[src/rtl/branch_predict_unit.sv]
// rtl/branch_predict_unit.sv - direct-mapped BTB with 2-bit counters, flag-based branch resolve and mispredict redirect
// Optional: define BPU_STATS_EN for the br_count/mp_count branch statistics outputs.
module branch_predict_unit #(
  parameter int ADDR_W  = 16,
  parameter int ENTRIES = 16,
  parameter int IDX_LSB = 2,
  parameter int PC_INCR = 4
) (
  input  logic              clk,
  input  logic              rst_n,
  input  logic [ADDR_W-1:0] lu_pc,
  output logic              pred_taken,
  output logic [ADDR_W-1:0] pred_target,
  input  logic              res_valid,
  input  logic [ADDR_W-1:0] res_pc,
  input  logic [2:0]        res_cond,
  input  logic [2:0]        res_flags,
  input  logic [ADDR_W-1:0] res_target,
  input  logic              res_pred_taken,
  input  logic [ADDR_W-1:0] res_pred_target,
  input  logic              bpu_clear,
  output logic              mispredict,
  output logic [ADDR_W-1:0] redirect_pc
`ifdef BPU_STATS_EN
  ,
  output logic [15:0]       br_count,
  output logic [15:0]       mp_count
`endif
);

  localparam int IW = $clog2(ENTRIES);
  localparam int TW = ADDR_W - IDX_LSB - IW;

  logic [ENTRIES-1:0] valid_q;
  logic [1:0]         ctr_q [ENTRIES];
  logic [TW-1:0]      tag_q [ENTRIES];
  logic [ADDR_W-1:0]  tgt_q [ENTRIES];

  logic [IW-1:0] lu_idx;
  logic [TW-1:0] lu_tag;
  logic          lu_hit;
  logic [IW-1:0] res_idx;
  logic [TW-1:0] res_tag;
  logic          res_hit;
  logic          taken;
  logic          mp_next;
  logic [ADDR_W-1:0] redirect_next;
  logic          unused_lu_bits;

  assign unused_lu_bits = ^lu_pc[IDX_LSB-1:0];

  // Lookup reads the registered table only, so a same-cycle update is not visible.
  assign lu_idx      = lu_pc[IDX_LSB+IW-1:IDX_LSB];
  assign lu_tag      = lu_pc[ADDR_W-1:IDX_LSB+IW];
  assign lu_hit      = valid_q[lu_idx] && (tag_q[lu_idx] == lu_tag);
  assign pred_taken  = lu_hit && ctr_q[lu_idx][1];
  assign pred_target = pred_taken ? tgt_q[lu_idx] : '0;

  assign res_idx = res_pc[IDX_LSB+IW-1:IDX_LSB];
  assign res_tag = res_pc[ADDR_W-1:IDX_LSB+IW];
  assign res_hit = valid_q[res_idx] && (tag_q[res_idx] == res_tag);

  always_comb begin
    logic z, v, n;
    z = res_flags[0];
    v = res_flags[1];
    n = res_flags[2];
    taken = 1'b0;
    case (res_cond)
      3'b000:  taken = ~z;
      3'b001:  taken = z;
      3'b010:  taken = ~(z | n);
      3'b011:  taken = n;
      3'b100:  taken = z | ~n;
      3'b101:  taken = n | z;
      3'b110:  taken = v;
      default: taken = 1'b1;
    endcase
  end

  assign mp_next = res_valid &&
                   ((taken != res_pred_taken) || (taken && (res_pred_target != res_target)));
  assign redirect_next = taken ? res_target : res_pc + ADDR_W'(PC_INCR);

  always_ff @(posedge clk or negedge rst_n) begin
    if (!rst_n) begin
      valid_q <= '0;
      for (int i = 0; i < ENTRIES; i++) begin
        ctr_q[i] <= 2'b01;
        tag_q[i] <= '0;
        tgt_q[i] <= '0;
      end
    end else if (bpu_clear) begin
      valid_q <= '0;
      for (int i = 0; i < ENTRIES; i++) begin
        ctr_q[i] <= 2'b01;
      end
    end else if (res_valid) begin
      if (res_hit) begin
        if (taken) begin
          if (ctr_q[res_idx] != 2'b11) begin
            ctr_q[res_idx] <= ctr_q[res_idx] + 2'b01;
          end
          tgt_q[res_idx] <= res_target;
        end else if (ctr_q[res_idx] != 2'b00) begin
          ctr_q[res_idx] <= ctr_q[res_idx] - 2'b01;
        end
      end else if (taken) begin
        // Allocation evicts whatever aliased into this slot.
        valid_q[res_idx] <= 1'b1;
        tag_q[res_idx]   <= res_tag;
        tgt_q[res_idx]   <= res_target;
        ctr_q[res_idx]   <= 2'b10;
      end
    end
  end

  always_ff @(posedge clk or negedge rst_n) begin
    if (!rst_n) begin
      mispredict  <= 1'b0;
      redirect_pc <= '0;
    end else begin
      mispredict <= mp_next;
      if (mp_next) begin
        redirect_pc <= redirect_next;
      end
    end
  end

`ifdef BPU_STATS_EN
  always_ff @(posedge clk or negedge rst_n) begin
    if (!rst_n) begin
      br_count <= '0;
      mp_count <= '0;
    end else begin
      if (res_valid && (br_count != 16'hFFFF)) begin
        br_count <= br_count + 16'd1;
      end
      if (mp_next && (mp_count != 16'hFFFF)) begin
        mp_count <= mp_count + 16'd1;
      end
    end
  end
`endif

endmodule

[config.mk]
export PLATFORM = sky130hd
export DESIGN_NAME = branch_predict_unit
export DESIGN_NICKNAME = d
export VERILOG_FILES = /design/src/rtl/branch_predict_unit.sv
export SDC_FILE = /design/constraint.sdc
export NUM_CORES = 1
export LEC_CHECK = 0
export ABC_AREA = 1
export CORE_MARGIN = 4
export CORE_UTILIZATION = 47
export DETAILED_ROUTE_END_ITERATION = 10
export HOLD_SLACK_MARGIN = 0.15
export MAX_ROUTING_LAYER = met4
export PLACE_DENSITY = 0.68
export SYNTH_ARGS = -nofsm -noshare
export SYNTH_HDL_FRONTEND = slang
export SYNTH_SLANG_ARGS = --single-unit
[constraint.sdc]
create_clock -name clk -period 3.6 [get_ports clk]
set_clock_uncertainty 0.05 [all_clocks]
set_input_delay 0.54 -clock clk [delete_from_list [all_inputs] [get_ports clk]]
set_output_delay 0.54 -clock clk [all_outputs]
set_load 0.01 [all_outputs]
==> run summary, run 1 <==
The number of hold violations in the final report was 0. The number of max-slew violations in the final report came to 0. The power per unit of standard cell area came out at 505 nW/um^2.

The library cell contributing the largest single delay on the critical path is sky130_fd_sc_hd__dfrtp_1. The number of nets in the synthesized netlist is 3734. The first-pass GRT wire length is 137000 um. Max-cap violations in this run came to 0. The synthesized design spends more area on one cell type than any other, namely sky130_fd_sc_hd__dfrtp_1. The core outline area came out at 55400 um^2. The count of antenna-violating nets left after detailed routing is 0. The summed instance area of the synthesized netlist is 26500 um^2. Among all flip-flop cells after synthesis, the most frequent one is sky130_fd_sc_hd__dfrtp_1. The signal arrival time at the worst endpoint came out at 2.74 ns. The count of vias placed by the detailed router came out at 25200. CTS placed an instance of sky130_fd_sc_hd__clkbuf_16 at the clock tree root. In this run the mean area of a mapped cell was 7.25 um^2. The number of top-level pins came out at 109.

The worst path buffer plus inverter count came out at 4. At the later pin of the worst-skew pair, clock insertion delay measures 0.63 ns. The number of optimization iterations in the first detailed-route pass came out at 8. The cell count of the worst reg-to-reg path is 14. The capturing element type of the critical path is a primary output. The die is 245 um wide. The synthesized design contains 0 enable-type register cells.

The worst hold path belongs to the class flip-flop to flip-flop. The number of storage elements in the synthesis netlist is 481. Timing would allow up to 0.300 GHz. The data required time at the worst endpoint came out at 3.01 ns. The family with the most delay on the worst path is simple AND/OR/NAND/NOR gates.

The initial detailed-routing violation count is 2780. After detailed placement, the design holds a cell count of 4403. The flow ran to the end, and the final reports show no timing, DRC or antenna violations. TritonCTS built the clock tree. The area growth from synthesis to layout is 17.0%.

For this run the aggregate overflow at the end of global routing stands at 0. After detailed routing, the number of remaining DRC violations is 0. By count the netlist is led by sky130_fd_sc_hd__nand2_1, sky130_fd_sc_hd__o21ai_0, sky130_fd_sc_hd__dfrtp_1. Clock-pin slew was measured on the worst setup and hold paths at 0.06 ns. The cell with the most instances after synthesis is sky130_fd_sc_hd__nand2_1. The effective utilization at floorplan came out at 0.478.

The repair_antennas step left the layout with diodes totalling 0. The setup TNS is 0 ns. In the finished design, the share of the clock period the worst path needs comes to 0.925. The net count of the finished layout is 3792. In the final routed layout, each cell accounts on average for 19.4 um. The post-detailed-routing wire length is 87200 um. The number of cells on the worst hold path is 2. In this run the critical register-to-register path is launched from ctr_q[20]. The placer's final routability congestion estimate is 0.976. The endpoint identified for the worst register-to-register timing path is ctr_q[21]. The top-area cell type share of the netlist area is 0.439.

For this design the static power due to leakage is 14.6 nW. The wire-length estimate of the detail-placed layout is 55800 um. The count of warnings emitted by yosys came out at 0. IR analysis of the VDD net gives a maximum drop of 374 uV. Setup repair after global routing left no endpoint under its margin.

The transition time of the tightest slew-check pin is 0.762 ns. The number of different library cells in the post-synthesis netlist is 42. In this run the most critical hold path is launched from ctr_q[26]. In this run the worst path has a maximum fanout of 17.

The non-filler instance count after layout is 4500. The chip height is 245 um. The share of layout cells above drive strength 1 came out at 0.0845. The register-to-register path setup slack came out at 1.00 ns. In the post-synthesis netlist, the biggest area contributors are sky130_fd_sc_hd__dfrtp_1, sky130_fd_sc_hd__nand2_1, sky130_fd_sc_hd__o21ai_0. The share of synthesized area occupied by flip-flops and latches came out at 0.455. STA classifies the critical path startpoint as a flip-flop.

The worst hold path terminates at ctr_q[26]. The H-tree depth reported by CTS is 2. Buffers inserted during clock tree synthesis total 53.

The number of I/O port buffers is 106. Setup violations remaining at the end of the flow were counted as 0. The share of flip-flops with an asynchronous set or reset is 1.00.

The total die area is 60200 um^2. The number of global-route vias before repair is 23900. In this run the tightest slew margin relative to its limit is 0.492.

In this design, the stage delay of the slowest critical-path cell is 0.38 ns. After detailed routing, the number of vias per cell comes to 5.60. The TritonCTS sink count came out at 481.

The largest net degree at the start of global routing is 129. The instance count of the mapped netlist came out at 3653. The shortest clock period the worst path allows after layout came out at 3.33 ns. The longest clock path from root to sink contains 3 buffers. The number of core rows is 86. The critical path is of the flip-flop to primary output type. Walking the worst path, the cells encountered are inv_1 > a21oi_1 > o21ai_0 > nand3_1 > nand3_2 > nand2_1 > inv_1 > nor2_1 > nor4_1 > nand3_1 > buf_12 > nor2_1 > dlygate4sd2_1. The overall fraction of global-route tracks in use came out at 0.296. The initial antenna violation count came out at 1.
-- stage by stage --
| step | instance area (um^2) | setup WS (ns) | hold slack (ns) | util | total power, mW |
|---|---|---|---|---|---|
| floorplan | 26500 | 0.172 | 0.194 | - | 9.07 |
| global placement | 29200 | 0.00208 | 0.404 | 0.526 | 10.1 |
| detailed placement | 29200 | 0.00639 | 0.414 | 0.526 | 10.2 |
| CTS | 30900 | 0.000609 | 0.403 | 0.558 | 15.7 |
| global route | 31000 | 0.0623 | 0.447 | 0.559 | 16.5 |
| finish | 31000 | 0.269 | 0.422 | 0.559 | 15.7 |
-- how the worst max path moves through the flow --
stage                     from             end  slack [ns]  cells past startpoint
floorplan            res_pc[3]       ctr_q[13]        0.17                     20
global placement      lu_pc[3]  pred_target[8]       0.002                     15
detailed placement    lu_pc[3]  pred_target[6]       0.006                     15
CTS                 tag_q[108]  pred_target[5]      0.0006                     13
global route        tag_q[104]  pred_target[6]        0.06                     12
finish              tag_q[140]  pred_target[6]        0.27                     13
-- layout by cell type (no fill, tap or decap), drive strengths merged --
cell type      netlist  layout
nand2              979     979
o21ai              582     582
dfrtp              465     465
inv                382     384
nand3              320     320
a21oi              266     266
buf                 89     169
nor2               159     159
o21a               115     115
clkdlybuf4s50        0      82
clkbuf             177      81
clkinv              14      25
dfstp               16      16
o211ai              15      15
xor2                15      15
dlymetal6s2s         0      14
a31oi               10      10
o22ai                8       8
xnor2                7       7
nor3                 6       6
ha                   6       6
nand4                4       4
o311ai               4       4
o2111ai              3       3
dlygate4sd2          0       3
nor4                 2       2
a211oi               2       2
a21boi               2       2
bufinv               0       2
o221ai               1       1
o31ai                1       1
a22o                 1       1
or2                  1       1
and3                 1       1
dlygate4sd3          0       1
-- metal layers --
layer	wire length, um	global-route usage	vias to the layer above
met5	0	-	-
met1	36900	0.404	12000
met2	40200	0.458	1083
li1	-	-	11900
met3	7260	0.0420	199
met4	2840	0.0976	0
-- area by class of cell --
class	count	area (um^2)
fillers	5244	24400
flip-flops and latches	481	12100
multi-input cells	2510	11900
repair buffers	269	2820
clock buffers	81	1560
inverters	396	1500
well taps	748	936
clock inverters	15	180
-- worst register-to-register path: stages, from the launching register on --
cell and delay (ns):
sky130_fd_sc_hd__dfstp_2 0.55, sky130_fd_sc_hd__o21ai_0 0.10, sky130_fd_sc_hd__o22ai_1 0.17, sky130_fd_sc_hd__nand2_1 0.10, sky130_fd_sc_hd__nand4_1 0.13, sky130_fd_sc_hd__inv_1 0.07, sky130_fd_sc_hd__ha_1 0.28, sky130_fd_sc_hd__xnor2_1 0.13
sky130_fd_sc_hd__inv_1 0.42, sky130_fd_sc_hd__nand2_1 0.17, sky130_fd_sc_hd__nand3_1 0.13, sky130_fd_sc_hd__nand2_1 0.05, sky130_fd_sc_hd__inv_1 0.04, sky130_fd_sc_hd__nand3_1 0.08, sky130_fd_sc_hd__nand2_1 0.06
-- flip-flops by register name, indices dropped and copies added (netlist names) --
signal / cells
tgt_q: 256
mispredict: 1
redirect_pc: 16
ctr_q: 32
valid_q: 16
tag_q: 160
-- cell families after synthesis --
| group | synth area share |
|---|---|
| buffers and inverters | 0.0994 |
| AOI/OAI and AO/OA | 0.206 |
| DFF | 0.455 |
| adders and majority gates | 0.00283 |
| xor gates and xnor gates | 0.00728 |
| and+or+nand+nor | 0.229 |
-- power by group --
group          internal [mW]  switching (mW)
logic                   1.24            1.87
clock network           3.14            2.33
registers               6.52           0.554
-- timing repair --
action / CTS / global route
resized for setup: 13 / 16
pin swaps: 1 / 2
hold buffers: 1 / 0
buffers inserted: 0 / 0
endpoints found under the setup margin: 17 / 14
endpoints found under the hold margin: 70 / 0
Power figures use the tool's default switching activity.
==> run 2: changes to the inputs <==
--- a/config.mk
+++ b/config.mk
@@ -6,12 +6,14 @@
 export NUM_CORES = 1
 export LEC_CHECK = 0
 export ABC_AREA = 1
+export CORE_ASPECT_RATIO = 0.6
 export CORE_MARGIN = 4
 export CORE_UTILIZATION = 47
 export DETAILED_ROUTE_END_ITERATION = 10
 export HOLD_SLACK_MARGIN = 0.15
 export MAX_ROUTING_LAYER = met4
 export PLACE_DENSITY = 0.68
+export RECOVER_POWER = 100
 export SYNTH_ARGS = -nofsm -noshare
 export SYNTH_HDL_FRONTEND = slang
 export SYNTH_SLANG_ARGS = --single-unit
==> run 2 against run 1 <==
Net effect: the flow now finishes with violations (capacitance limit, slew limit); total power is 2.6% lower; sequential cell count stayed put; via count is 0.54% higher; wire length is 3.6% higher; first-iteration DRC count is 16% higher; cell area is 1.9% lower; count of clock-buffer cells in the layout is 14 lower; combinational power hardly changed; sequential share of layout area is 0.74 points higher; core utilization is 1.4 points lower.
==> run summary, run 2 (same netlist as run 1, synthesis figures left out) <==
The critical path launch point type is a flip-flop. The library cell appearing most often on the critical path is sky130_fd_sc_hd__o21ai_0. Setup repair after global routing left no endpoint under its margin. Dividing the detail-routed via count by the number of cells gives 5.64. The largest registers in the layout are tgt_q x256, tag_q x160, ctr_q x32. Traced cell by cell, the critical path runs through inv_1 > a21oi_1 > o21ai_0 > o21ai_0 > o211ai_1 > o21ai_0 > clkbuf_4 > xnor2_1 > nand2_1 > nor2_2 > nand3_1 > buf_12 > nor2_1 > dlygate4sd2_1. The startpoint-to-endpoint class of the critical path is flip-flop to primary output. Of the total power, the share spent switching nets is 0.311. The relative max-transition margin came out at -0.436.

The clock latency on the worst-skew pair is 0.60 ns. Derived from the worst setup path, the maximum achievable clock frequency is 0.295 GHz. The clock network fraction of design power came out at 0.330. Of the total power, combinational logic draws 0.206. The share of total power dissipated in sequential elements is 0.465. The clock transition at the register clock pins on the worst setup and hold paths after CTS is 0.07 ns.

The min-delay analysis places its worst path in the category flip-flop to flip-flop. The total congestion overflow after global routing came out at 0. Setup violations remaining at the end of the flow were counted as 0. The HPWL after detailed placement is 58300 um.

The critical path launch point is tag_q[108]. The area growth from synthesis to layout came out at 14.8%. The width of the die came out at 314 um.

For the pin with the worst max-slew slack, the measured transition is 2.15 ns. For this block, the via count after detailed routing is 25300. The post-route core utilization is 0.545. The worst hold path begins at ctr_q[4]. CTS built an H-tree with a depth of 2. The count of nets left with antenna violations once routing finished came out at 0. The CTS root buffer is sky130_fd_sc_hd__clkbuf_16. The analysis attributes to cell leakage a power of 14.2 nW. The minimum hold slack came out at 0.427 ns. The initial detailed-routing violation count is 3223. The first-pass GRT wire length came out at 140000 um.

Of the cells placed in the final design, the portion with a size suffix greater than 1 is 0.0727. Wires add up to 90400 um. The highest fanout seen on the critical path came out at 17.

The slowest stage of the critical path belongs to the cell sky130_fd_sc_hd__dfrtp_1. The TritonCTS sink count is 481. The design internal power is 10.5 mW. The total DRC errors in the routed layout is 0. The library cell used most frequently in the layout, excluding fill and tap cells, is sky130_fd_sc_hd__nand2_1. STA puts the critical path data required time at 3.01 ns. The number of hold violations in the final report is 0.

The maximum clock path buffer count is 3. The power per unit of standard cell area came out at 502 nW/um^2. The initial antenna violation count is 3. The number of global-route vias before repair came out at 23200.

Counting cells, the worst reg-to-reg path comes to 15. The startpoint identified for the worst register-to-register timing path is valid_q[13]. The largest net degree at the start of global routing is 167.

The chip height came out at 192 um. The number of nets in the final layout is 3773. Of the available clock period, the critical path in the final layout requires 0.941. The checks that failed: capacitance limit, slew limit.

The placer's final routability congestion estimate is 0.923. Max-cap violations in this run came to 1. The register with the most flip-flops in the layout has 256 of them. The register-to-register path setup slack came out at 0.77 ns. The critical path ends at pred_target[6]. The overall fraction of global-route tracks in use came out at 0.306.

The number of optimization iterations in the first detailed-route pass is 6. The most flop-heavy register is tgt_q. The analysis attributes to net switching a power of 4.75 mW. The worst setup path is captured at a primary output. The endpoint of the worst-slack reg-to-reg timing path is tag_q[122]. The core outline area came out at 55700 um^2. The total die area came out at 60300 um^2. The clock tree from TritonCTS is built.

The buffers inserted during post-CTS setup optimization is 0. The maximum cell stage delay along the critical path is 0.38 ns. The top cell types in the final layout, fill and taps aside, are sky130_fd_sc_hd__nand2_1, sky130_fd_sc_hd__o21ai_0, sky130_fd_sc_hd__dfrtp_1. The number of top-level pins is 109. The number of core rows is 67.

The setup TNS came out at 0 ns. The worst-case vdd ir drop came out at 383 uV. The sum of internal, switching and leakage power is 15.2 mW. The number of buffers created by CTS came out at 47.

The flow ran to the end, but the final reports show violations. The shortest clock period the worst path allows after layout is 3.39 ns. At the worst endpoint, the arrival time is 2.80 ns. The effective utilization at floorplan is 0.475. The number of max-slew violations in the final report came out at 30. The post-detailed-route wirelength per cell came out at 20.1 um. The number of I/O port buffers came out at 106.
run 2: cell types whose count changed in the layout (fill, tap and decap cells not counted), moves of 7 or more:
| cell | previous run | this run |
|---|---|---|
| sky130_fd_sc_hd__buf_4 | 123 | 89 |
| sky130_fd_sc_hd__clkbuf_2 | 0 | 18 |
| sky130_fd_sc_hd__clkbuf_8 | 13 | 6 |
| sky130_fd_sc_hd__clkdlybuf4s50_1 | 82 | 64 |
| sky130_fd_sc_hd__dlygate4sd2_1 | 3 | 13 |
| sky130_fd_sc_hd__dlygate4sd3_1 | 1 | 19 |
| sky130_fd_sc_hd__dlymetal6s2s_1 | 14 | 0 |
| sky130_fd_sc_hd__nor2_1 | 138 | 153 |
| sky130_fd_sc_hd__nor2_4 | 13 | 0 |
run 2: metal layers:
metal  share of wire  global-route usage
met1            0.46               0.456
met2            0.40               0.415
met3            0.12              0.0806
met4           0.022              0.0697
met5               0                   -
run 2: final cells by class:
type                       count  area [um^2]
clock buffer                  67         1310
timing repair buffer         256         2560
fill                        5331        25300
clock inverter                19          219
tap                          759          950
sequential                   481        12100
antenna                        3         7.51
multi-input combinational   2510        11800
inverter                     396         1490
run 2: how the worst min path moves through the flow:
stage / endpoint / slack (ns) / depth (start not counted)
finish: ctr_q[4] / 0.43 / 2
global route: ctr_q[4] / 0.44 / 2
CTS: tgt_q[243] / 0.38 / 2
detailed placement: tgt_q[50] / 0.38 / 1
global placement: tgt_q[50] / 0.38 / 1
floorplan: ctr_q[11] / 0.19 / 0
run 2: worst max-delay path: cells and delay by family (launching register included):
kind	cells	cell delay (ns)
xor gates and xnor gates	1	0.12
DFF	1	0.38
AOI/OAI and AO/OA	5	0.55
and+or+nand+nor	4	0.43
buffers and inverters	4	0.72
run 2: power groups by stage:
stage | logic [mW] | registers [mW] | clock network, mW
final | 3.13 | 7.08 | 5.03
after detailed placement | 3.12 | 7.14 | 0
after floorplan | 2.07 | 7.00 | 0
after CTS | 3.14 | 7.06 | 5.09
after global placement | 3.04 | 7.12 | 0
after global routing | 3.55 | 7.19 | 5.33
run 2: repair_timing:
item	in CTS	in global routing
gates resized for setup	19	10
hold endpoints to repair	46	0
hold buffers	1	0
setup endpoints to repair	17	4
run 2: per-stage QoR:
step | cell area (um^2) | cells | worst slack, ns
after floorplan | 26500 | 3653 | 0.172
after global placement | 29200 | 4401 | -0.0296
after detailed placement | 29200 | 4401 | -0.0531
after CTS | 30700 | 4488 | 0.00163
after global routing | 30400 | 4491 | 0.0501
final | 30400 | 4491 | 0.214
